==> config.mk <==
export PLATFORM = sky130hd
export DESIGN_NAME = mvu_data_loader
export DESIGN_NICKNAME = d
export VERILOG_FILES = /design/src/rtl/mvu_data_loader.sv
export SDC_FILE = /design/constraint.sdc
export NUM_CORES = 1
export LEC_CHECK = 0
export CAP_MARGIN = 15
export CORE_MARGIN = 5
export CORE_UTILIZATION = 52
export CTS_BUF_LIST = sky130_fd_sc_hd__clkbuf_2 sky130_fd_sc_hd__clkbuf_4 sky130_fd_sc_hd__clkbuf_8
export DETAILED_ROUTE_END_ITERATION = 7
export PLACE_DENSITY = 0.75
export SLEW_MARGIN = 20
export SYNTH_ARGS = -nofsm -noshare
export SYNTH_HDL_FRONTEND = slang
export SYNTH_SLANG_ARGS = --single-unit
==> constraint.sdc <==
create_clock -name clk -period 4.66 [get_ports clk]
set_input_delay 0.466 -clock clk [delete_from_list [all_inputs] [get_ports clk]]
set_output_delay 0.466 -clock clk [all_outputs]
set_load 0.05 [all_outputs]
==> src/rtl/mvu_data_loader.sv <==
// Bulk loader feeding the MVU data-bank write port from a fill word or a buffered word stream.
// Latency: command accepted at edge T -> first wrc_en at T+1; one word per cycle at full grant.
// Backpressure: writes held stable until every masked MVU grants; s_ready drops when FIFO full or burst satisfied.
module mvu_data_loader #(
   parameter int NMVU       = 1,
   parameter int BDBANKA    = 15,
   parameter int BDBANKW    = 64,
   parameter int FIFO_DEPTH = 4
) (
   input  logic               clk,
   input  logic               rst,
   input  logic               cmd_valid,
   output logic               cmd_ready,
   input  logic [BDBANKA-1:0] cmd_addr,
   input  logic [BDBANKA-1:0] cmd_len,
   input  logic [NMVU-1:0]    cmd_mask,
   input  logic               cmd_fill,
   input  logic [BDBANKW-1:0] cmd_word,
   input  logic               s_valid,
   output logic               s_ready,
   input  logic [BDBANKW-1:0] s_word,
   output logic [NMVU-1:0]    wrc_en,
   input  logic [NMVU-1:0]    wrc_grnt,
   output logic [BDBANKA-1:0] wrc_addr,
   output logic [BDBANKW-1:0] wrc_word,
   output logic               busy,
   output logic               done,
   output logic               err
);

   localparam int PW    = $clog2(FIFO_DEPTH);
   localparam int CNT_W = PW + 1;
   localparam int LEN_W = BDBANKA + 1;

   typedef enum logic [1:0] {IDLE, RUN, DONE} state_t;

   state_t             state;
   logic [BDBANKA-1:0] addr;
   logic [LEN_W-1:0]   len_p1;     // burst word count (len+1), wide enough for a full bank
   logic [LEN_W-1:0]   words_in;   // stream words accepted this burst
   logic [LEN_W-1:0]   words_out;  // words written this burst
   logic [NMVU-1:0]    mask;
   logic               fill;
   logic [BDBANKW-1:0] fill_word;

   logic [BDBANKW-1:0] mem [FIFO_DEPTH];
   logic [PW-1:0]      rd_ptr;
   logic [PW-1:0]      wr_ptr;
   logic [CNT_W-1:0]   count;

   logic fifo_full;
   logic issue;
   logic accept;
   logic push;
   logic pop;
   logic last;

   // Everything below is decoded from registers only, so grant never reaches the write outputs.
   assign fifo_full = (count == CNT_W'(FIFO_DEPTH));
   assign issue     = (state == RUN) && (fill || (count != '0));
   assign accept    = issue && ((wrc_grnt & mask) == mask);
   assign last      = accept && ((words_out + LEN_W'(1)) == len_p1);
   assign s_ready   = (state == RUN) && !fill && !fifo_full && (words_in < len_p1);
   assign push      = s_valid && s_ready;
   assign pop       = accept && !fill;

   assign wrc_en   = issue ? mask : '0;
   assign wrc_addr = issue ? addr : '0;
   assign wrc_word = issue ? (fill ? fill_word : mem[rd_ptr]) : '0;

   // Control FSM: latch command, count words in/out, flag zero mask and address wrap.
   always_ff @(posedge clk) begin
      if (rst) begin
         state     <= IDLE;
         cmd_ready <= 1'b1;
         busy      <= 1'b0;
         done      <= 1'b0;
         err       <= 1'b0;
         addr      <= '0;
         len_p1    <= '0;
         words_in  <= '0;
         words_out <= '0;
         mask      <= '0;
         fill      <= 1'b0;
         fill_word <= '0;
      end else begin
         unique case (state)
            IDLE: begin
               if (cmd_valid) begin
                  addr      <= cmd_addr;
                  len_p1    <= LEN_W'(cmd_len) + LEN_W'(1);
                  mask      <= cmd_mask;
                  fill      <= cmd_fill;
                  fill_word <= cmd_word;
                  words_in  <= '0;
                  words_out <= '0;
                  cmd_ready <= 1'b0;
                  busy      <= 1'b1;
                  if (cmd_mask == '0) begin
                     err   <= 1'b1;
                     done  <= 1'b1;
                     state <= DONE;
                  end else begin
                     err   <= 1'b0;
                     state <= RUN;
                  end
               end
            end
            RUN: begin
               if (push) words_in <= words_in + LEN_W'(1);
               if (accept) begin
                  addr      <= addr + BDBANKA'(1);
                  words_out <= words_out + LEN_W'(1);
                  // Only a wrap that is followed by another write lands in the wrong place.
                  if ((&addr) && !last) err <= 1'b1;
                  if (last) begin
                     done  <= 1'b1;
                     state <= DONE;
                  end
               end
            end
            DONE: begin
               done      <= 1'b0;
               busy      <= 1'b0;
               cmd_ready <= 1'b1;
               state     <= IDLE;
            end
            default: state <= IDLE;
         endcase
      end
   end

   // Stream FIFO pointers and occupancy; reset empties it even mid-burst.
   always_ff @(posedge clk) begin
      if (rst) begin
         rd_ptr <= '0;
         wr_ptr <= '0;
         count  <= '0;
      end else begin
         if (push) wr_ptr <= wr_ptr + PW'(1);
         if (pop)  rd_ptr <= rd_ptr + PW'(1);
         case ({push, pop})
            2'b10:   count <= count + CNT_W'(1);
            2'b01:   count <= count - CNT_W'(1);
            default: count <= count;
         endcase
      end
   end

   // FIFO storage, contents only meaningful below the occupancy count.
   always_ff @(posedge clk) begin
      if (push) mem[wr_ptr] <= s_word;
   end

endmodule

==> metrics.csv <==
metric,value,unit
status,finished clean,
ant_nets,0,
ys_seq_area_share,61.0,%
worst_pin_slew,0.919,ns
portBuffers,249,
drive_above_1_share,12.4,%
place_hpwl,27.6,mm
cts_root_buffer,clkbuf_8,
cts_tree,yes,
grtUsageTotal,22.4,%
overflow,0,
dieWidth,192,um
crit_path_start_kind,register,
ctsHoldBuffers,0,
wl_per_cell,19.5,um
post-route-drc-count,0,
rows,66,
leakage,7.16,nW
htree_num_levels,2,
ir_drop,0.000300,V
met3_usage,6.08,%
syn2layout_area_growth,24.3,%
coreArea,32700,um^2
grt_util_met2,37.5,%
via_count,12100,
fin_ws,0.427,ns
clk_path_buf_depth,3,
power_density,352,nW/um^2
mostFrequentLayoutCell,edfxtp_1,
dpl_cell_area,20300,um^2
wirelength,41.7,mm
ys_ff_latch,400,
die_area,37000,um^2
fin_skew,0.0413,ns
synthesis.nets,1593,
post_cts_buffers,0,
clock-sinks,400,
fillCellCount,2491,
min_period,4.23,ns
initialDrtViolationCount,661,
critPathMaxFanout,40,
antenna_found_initial,8,
layout_common_cells,"edfxtp_1, clkdlybuf4s50_1, nand2_1, dfxtp_1, nor2_1",
arrival,3.77,ns
grt_pass1_wl,65.4,mm
slew_violations,0,
gp_congestion,0.884,
crit_path_end_kind,primary output,
grt_max_degree,77,
tns,0,ns
fmax,0.236,GHz
grtUsageMet1,29.4,%
synthArstFlopShare,0,%
io_pins,250,
post-route-period-util,90.8,%
synth_warnings,0,
netlist_area,17300,um^2
syn_area_per_cell,12.3,um^2
fin_nets,1833,
post-route-util,65.8,%
syn_inst,1403,
synth_ff_type,edfxtp_1,
cts_resized,0,
path_class,reg2out,
worstHoldPathType,in2reg,
vias_per_cell,5.64,
final-setup-viol-count,0,
fin_area,21500,um^2
synth_edf_count,256,
yosysUniqueCellTypes,62,
start_util,52.9,%
place_ws,1.06,ns
clk_pin_slew,0.06,ns
drt_pass1_iterations,5,
rsz0062_at_grt,no,
clk_latency,0.62,ns
max_slew_margin,38.7,%
busiest_layer,met2,
die_y,192,um
cts_inserted_buffers,61,
maxCapViolations,0,
hold_viol_final,0,
crit_required,4.19,ns
grt_pass1_vias,12000,
[critical path: stages (launching register included)]
cell	delay (ns)
dfxtp_1	0.33
or4_1	0.84
nand2_2	0.61
buf_4	0.53
nor2_1	0.12
clkdlybuf4s50_1	0.72
[per-stage QoR]
stage | instances | hold slack (ns) | total power [mW]
finish | 2139 | 0.388 | 7.57
global route | 2139 | 0.338 | 7.89
floorplan | 1403 | 0.436 | 4.40
CTS | 2137 | 0.344 | 7.64
detailed placement | 2022 | 0.436 | 4.72
global placement | 2022 | 0.431 | 4.70
[state kept, by name, indices dropped and copies added (netlist names), 3 cells and up, named ones only]
signal,flops
addr,15
mem,256
count,3
words_out,16
words_in,16
fill_word,64
len_p1,16
[cell usage after synthesis (9+ instances only)]
library cell | number | area (um^2)
dfxtp_1 | 144 | 2880
o21ai_0 | 30 | 150
inv_1 | 31 | 116
nand4_1 | 16 | 100
nand2_1 | 185 | 694
and3_1 | 23 | 144
ha_1 | 24 | 300
mux2i_1 | 68 | 681
a211oi_1 | 31 | 233
buf_1 | 14 | 52.6
a21oi_1 | 110 | 551
nor2_1 | 127 | 477
buf_2 | 11 | 55.1
clkbuf_1 | 66 | 248
nand3_1 | 25 | 125
nor3_1 | 13 | 65.1
nand2b_1 | 9 | 56.3
xor2_1 | 21 | 184
mux4_2 | 64 | 1440
xnor2_1 | 17 | 149
edfxtp_1 | 256 | 7690
or3_1 | 10 | 62.6
[cells by family (layout without fill, tap and decap cells)]
logic type                 after synthesis  count (layout)  synth area share (%)
AOI/OAI and AO/OA                      234             234                  8.27
xor gates and xnor gates                38              38                  1.92
adders and majority gates               25              25                  1.85
buffers and inverters                  122             414                  2.72
DFF                                    400             400                  61.0
muxes                                  132             132                  12.3
other                                    0               2                     0
and+or+nand+nor                        452             452                  11.9
[metal layers]
layer	routed length, um	part of all wire (%)
met1	17300	42
met2	20400	49
met3	3120	7.5
met4	800	1.9
met5	85	0.20
[worst paths after layout]
kind / depth (start not counted) / end / slack (ns) / from
hold / removal: 3 / fill_word[38] / 0.39 / cmd_word[38]
setup / recovery: 5 / wrc_word[21] / 0.43 / count[2]
setup reg to reg: 11 / count[2] / 1.12 / len_p1[15]
hold reg to reg: 2 / cmd_ready / 0.44 / cmd_ready
[power breakdown]
group | internal, mW | switching (mW) | leakage (nW)
Combinational | 0.327 | 0.402 | 2.99
Sequential | 3.86 | 0.0649 | 3.49
Clock | 1.59 | 1.33 | 0.674
[cell type report]
type | count | area (um^2) | area share (%)
Sequential cell | 400 | 10600 | 49.2
Multi-Input combinational cell | 881 | 6290 | 29.2
Timing Repair Buffer | 268 | 2720 | 12.6
Clock buffer | 87 | 1070 | 4.95
Tap cell | 442 | 553 | 2.57
Clock inverter | 28 | 190 | 0.884
Inverter | 31 | 116 | 0.541
Antenna cell | 2 | 5.00 | 0.0233
No activity file was read; power rests on OpenSTA's default activity.
==> RTL edit 1 (config.mk and constraints unchanged) <==
Change the parameter `BDBANKA` from 15 to 30.
--- a/src/rtl/mvu_data_loader.sv
+++ b/src/rtl/mvu_data_loader.sv
@@ -3,7 +3,7 @@
 // Backpressure: writes held stable until every masked MVU grants; s_ready drops when FIFO full or burst satisfied.
 module mvu_data_loader #(
    parameter int NMVU       = 1,
-   parameter int BDBANKA    = 15,
+   parameter int BDBANKA    = 30,
    parameter int BDBANKW    = 64,
    parameter int FIFO_DEPTH = 4
 ) (
Interface: changed (resized cmd_addr, cmd_len and wrc_addr); port bits go from 250 to 295. The function was not compared with the original's and may differ.
==> RTL edit 1 against the original RTL <==
Routed wire length rose by 35%; largest cell class unchanged; core utilization fell by 0.73 points; clock power rose by 30%; sequential cell count rose by 60; total power rose by 22%; count of clock-buffer cells in the layout rose by 32; synthesized area rose by 23%; register-to-register slack got worse by 0.17 ns; cell area rose by 23%; worst setup slack got worse by 0.046 ns; final cell count rose by 31%; critical path depth rose by 1; synthesized cell count rose by 38%.
==> RTL edit 1: results (changes against the original RTL) <==
{
  "synth": {
    "synth-compound-area-share": {"value": 0.102, "change": "+0.0190"},
    "muxShareOfSynthArea": {"value": 0.101, "change": "-0.0212"},
    "synth_common_cells": "256 x sky130_fd_sc_hd__edfxtp_1, 221 x sky130_fd_sc_hd__nand2_1, 207 x sky130_fd_sc_hd__nor2_1"
  },
  "cells_and_area": {
    "buffers": {"value": 327, "change": "+22%"},
    "final_core_occ": {"value": 0.651, "change": "-0.00726"},
    "final-nonclk-buf-share": {"value": 0.126, "change": "-0.000633"},
    "drive_above_1_share": {"value": 0.115, "change": "-0.00917"},
    "multi_input_area_share": {"value": 0.332, "change": "+0.0396"}
  },
  "critical_path": {
    "critical-path-slowest-cell": "sky130_fd_sc_hd__clkdlybuf4s50_1",
    "worst-r2r-setup-slack": {"value": 0.95, "unit": "ns", "change": "-0.17 ns"},
    "cp.arrival": {"value": 3.81, "unit": "ns", "change": "+0.04 ns"},
    "timing.critical_path.fanout_max": {"value": 45, "change": "+13%"}
  },
  "worst_hold_path": {
    "min_to": "fill_word[42]",
    "hold_path_startpoint": "cmd_word[42]"
  },
  "placed_design": {
    "place.port_buffers": {"value": 294, "change": "+18%"}
  },
  "power_and_ir_drop": {
    "power_frac_seq": {"value": 0.489, "change": "-0.029"},
    "worst_ir_drop_vdd": {"value": 0.341, "unit": "mV", "change": "+14%"},
    "power_combinational": {"value": 0.000919, "unit": "W", "change": "+26%"}
  },
  "status": {
    "status": "finished, final reports clean"
  },
  "drt": {
    "first_drt_iteration_drcs": {"value": 1409, "change": "+110%"},
    "routedLengthMet1": {"value": 22900, "unit": "um", "change": "+32%"},
    "route.detailed.wl_per_inst": {"value": 20.1, "unit": "um", "change": "+3.0%"}
  },
  "global_routing": {
    "met1_demand_to_capacity_share_in_global_routing": {"value": 0.324, "change": "+0.0294"},
    "grt_start_max_net_pins": {"value": 111, "change": "+44%"},
    "grt_util_all_layers": {"value": 0.246, "change": "+0.0221"},
    "number_of_antenna_violations_at_the_first_check_in_global_routing": {"value": 7, "change": "-1"},
    "first_global_vias": {"value": 15947, "change": "+33%"}
  },
  "clock_network": {
    "clock_tree.htree_level_count": {"value": 3, "change": "+1"}
  }
}
[RTL edit 1: cell count changes in the layout (fill, tap and decap cells not counted), sizes merged, moves of 17 or more]
cell / before / now
nor2: 127 / 207
dfxtp: 144 / 204
xnor2: 17 / 69
clkdlybuf4s50: 248 / 292
a21oi: 110 / 150
nand2: 185 / 221
inv: 33 / 66
clkbuf: 87 / 119
a211oi: 32 / 59
nand3: 26 / 52
and3: 23 / 46
nor3: 13 / 30
[RTL edit 1: through the flow]
stage / worst slack (ns) / power, W / std cells
2_1_floorplan: 0.606 / 0.00508 / 1930
3_3_place_gp: 1.07 / 0.00548 / 2664
3_5_place_dp: 0.987 / 0.00550 / 2664
4_1_cts: 0.333 / 0.00929 / 2804
5_1_grt: 0.200 / 0.00958 / 2804
6_report: 0.381 / 0.00921 / 2806
[RTL edit 1: worst max-delay path: cells and delay by family, from the launching register on]
kind	cells	cell delay, ns
buf+inv	3	1.50
simple gates	3	1.16
flops	1	0.46
==> RTL edit 2 (config.mk and constraints unchanged) <==
Without the edit above. Encoding of `state_t`: now one-hot (3 bits for 3 states).
--- a/src/rtl/mvu_data_loader.sv
+++ b/src/rtl/mvu_data_loader.sv
@@ -32,7 +32,7 @@
    localparam int CNT_W = PW + 1;
    localparam int LEN_W = BDBANKA + 1;
 
-   typedef enum logic [1:0] {IDLE, RUN, DONE} state_t;
+   typedef enum logic [2:0] {IDLE = 3'b001, RUN = 3'b010, DONE = 3'b100} state_t;
 
    state_t             state;
    logic [BDBANKA-1:0] addr;
Function: same outputs for any inputs over 4 cycles, from zero or initial values and one cycle with rst high; so few cycles prove little.
==> RTL edit 2 against the original RTL <==
Routed wire length increased by 0.89%; total power rose by 0.25%; cell area grew 1.6%; first-iteration DRC count is 22% higher; synthesized area grew 1.5%; global-route usage fell by 0.37 points; synthesized cell count rose by 3.0%; maximum frequency up 3.3%; final cell count is 2.5% higher; worst setup slack better by 0.13 ns; combinational power decreased by 20%; sequential cell count increased by 1.
==> RTL edit 2: results (changes against the original RTL) <==
{
  "status": {
    "status": "finished, final reports clean"
  },
  "sta": {
    "clock-skew-final": {"value": 0.0362, "unit": "ns", "change": "-0.00510 ns"},
    "slew_headroom": {"value": 0.283, "change": "-0.104"}
  },
  "drt": {
    "first_drt_iteration_drcs": {"value": 805, "change": "+22%"},
    "routed_wirelength": {"value": 42100, "unit": "um", "change": "+0.89%"},
    "via_count": {"value": 12257, "change": "+1.6%"},
    "vias_per_cell": {"value": 5.59, "change": "-0.88%"}
  },
  "placed_design": {
    "place.detailed.hpwl": {"value": 27800, "unit": "um", "change": "+0.75%"},
    "gp_congestion": {"value": 0.878, "change": "-0.75%"},
    "dp_cells": {"value": 2065, "change": "+2.1%"},
    "dpl_worst_slack": {"value": 0.942, "unit": "ns", "change": "-0.117 ns"}
  },
  "power_and_ir_drop": {
    "worst_ir_drop_vdd": {"value": 0.241, "unit": "mV", "change": "-20%"},
    "static-leakage-power": {"value": 7.31, "unit": "nW", "change": "+2.2%"}
  },
  "global_routing": {
    "number_of_antenna_violations_at_the_first_check_in_global_routing": {"value": 10, "change": "+2"},
    "first_pass_grt_wire_length": {"value": 67400, "unit": "um", "change": "+3.0%"},
    "grt_util_all_layers": {"value": 0.220, "change": "-0.00371"},
    "grt_start_max_net_pins": {"value": 81, "change": "+5.2%"}
  },
  "clock_network": {
    "clock_tree.htree_level_count": {"value": 3, "change": "+1"},
    "insertion_delay": {"value": 0.59, "unit": "ns", "change": "-0.03 ns"},
    "cts_inserted_buffers": {"value": 68, "change": "+11%"}
  },
  "cells_and_area": {
    "drive_above_1_share": {"value": 0.129, "change": "+0.00418"}
  },
  "critical_path": {
    "critical_path.top_delay_family": "buffers and inverters",
    "worst_path_largest_cell_delay": {"value": 0.90, "unit": "ns", "change": "+0.06 ns"}
  },
  "synth": {
    "netlist_instances": {"value": 1445, "change": "+3.0%"},
    "synth.yosys.seq_area_share": {"value": 0.602, "change": "-0.00807"},
    "synth_common_cells": "256 x sky130_fd_sc_hd__edfxtp_1, 204 x sky130_fd_sc_hd__nand2_1, 145 x sky130_fd_sc_hd__dfxtp_1"
  }
}
[RTL edit 2: cell count changes in the layout (fill, tap and decap cells not counted), sizes merged, moves of 6 or more]
cell	change
a21oi	+11
nand2	+19
a211oi	-8
clkinv	-6
clkbuf	+15
or3	+11
xor2	-9
mux2i	+14
and3	+7
xnor2	+6
[RTL edit 2: routing by layer]
metal	track usage	wire (um)
met3	0.0617	2900
met1	0.286	17700
met4	0.0646	1010
met5	0	79
met2	0.367	20400
[RTL edit 2: worst paths after layout]
kind / from / to / slack (ns) / depth (start not counted)
min reg2reg: fill_word[35] / fill_word[35] / 0.45 / 2
max reg2reg: fill / count[2] / 0.94 / 9
max: fill / wrc_word[21] / 0.56 / 5
min: rst / flop / 0.36 / 2
[RTL edit 2: cell type report]
cell class              count  area share
flip-flops and latches    401       0.485
multi-input cells         919       0.299
repair buffers            270       0.123
clock buffers             102      0.0562
well taps                 448      0.0256
clock inverters            22     0.00601
inverters                  27     0.00464
diodes                      4    0.000458
[RTL edit 2: cells by family (layout without fill, tap and decap cells)]
| logic type | count (synthesis) | in the layout | synth area share |
|---|---|---|---|
| AOI/OAI and AO/OA | 225 | 225 | 0.0756 |
| adders and majority gates | 25 | 25 | 0.0182 |
| other | 0 | 4 | 0 |
| muxes | 148 | 148 | 0.130 |
| and+or+nand+nor | 486 | 486 | 0.128 |
| DFF | 401 | 401 | 0.602 |
| buffers and inverters | 125 | 421 | 0.0279 |
| xor gates and xnor gates | 35 | 35 | 0.0174 |
[RTL edit 2: through the flow]
stage / cell area (um^2) / hold slack [ns]
finish: 21900 / 0.357
global route: 21900 / 0.354
floorplan: 17600 / 0.436
global placement: 20500 / 0.441
detailed placement: 20500 / 0.446
CTS: 21900 / 0.320
[RTL edit 2: worst reg2reg max path, delay by kind of cell (launching register included)]
family	cells	cell delay [ns]
xor+xnor	1	0.16
fa+ha+maj	2	0.63
flops	1	0.68
compound gates	1	0.14
buf+inv	1	0.06
simple gates	4	1.99
[RTL edit 2: power breakdown]
| group | switching (W) | total (W) | internal [W] | leakage, nW |
|---|---|---|---|---|
| Combinational | 0.000312 | 0.000586 | 0.000273 | 3.10 |
| Clock | 0.00139 | 0.00309 | 0.00170 | 0.721 |
| Sequential | 0.0000714 | 0.00392 | 0.00385 | 3.49 |
| Total | 0.00177 | 0.00759 | 0.00582 | 7.31 |
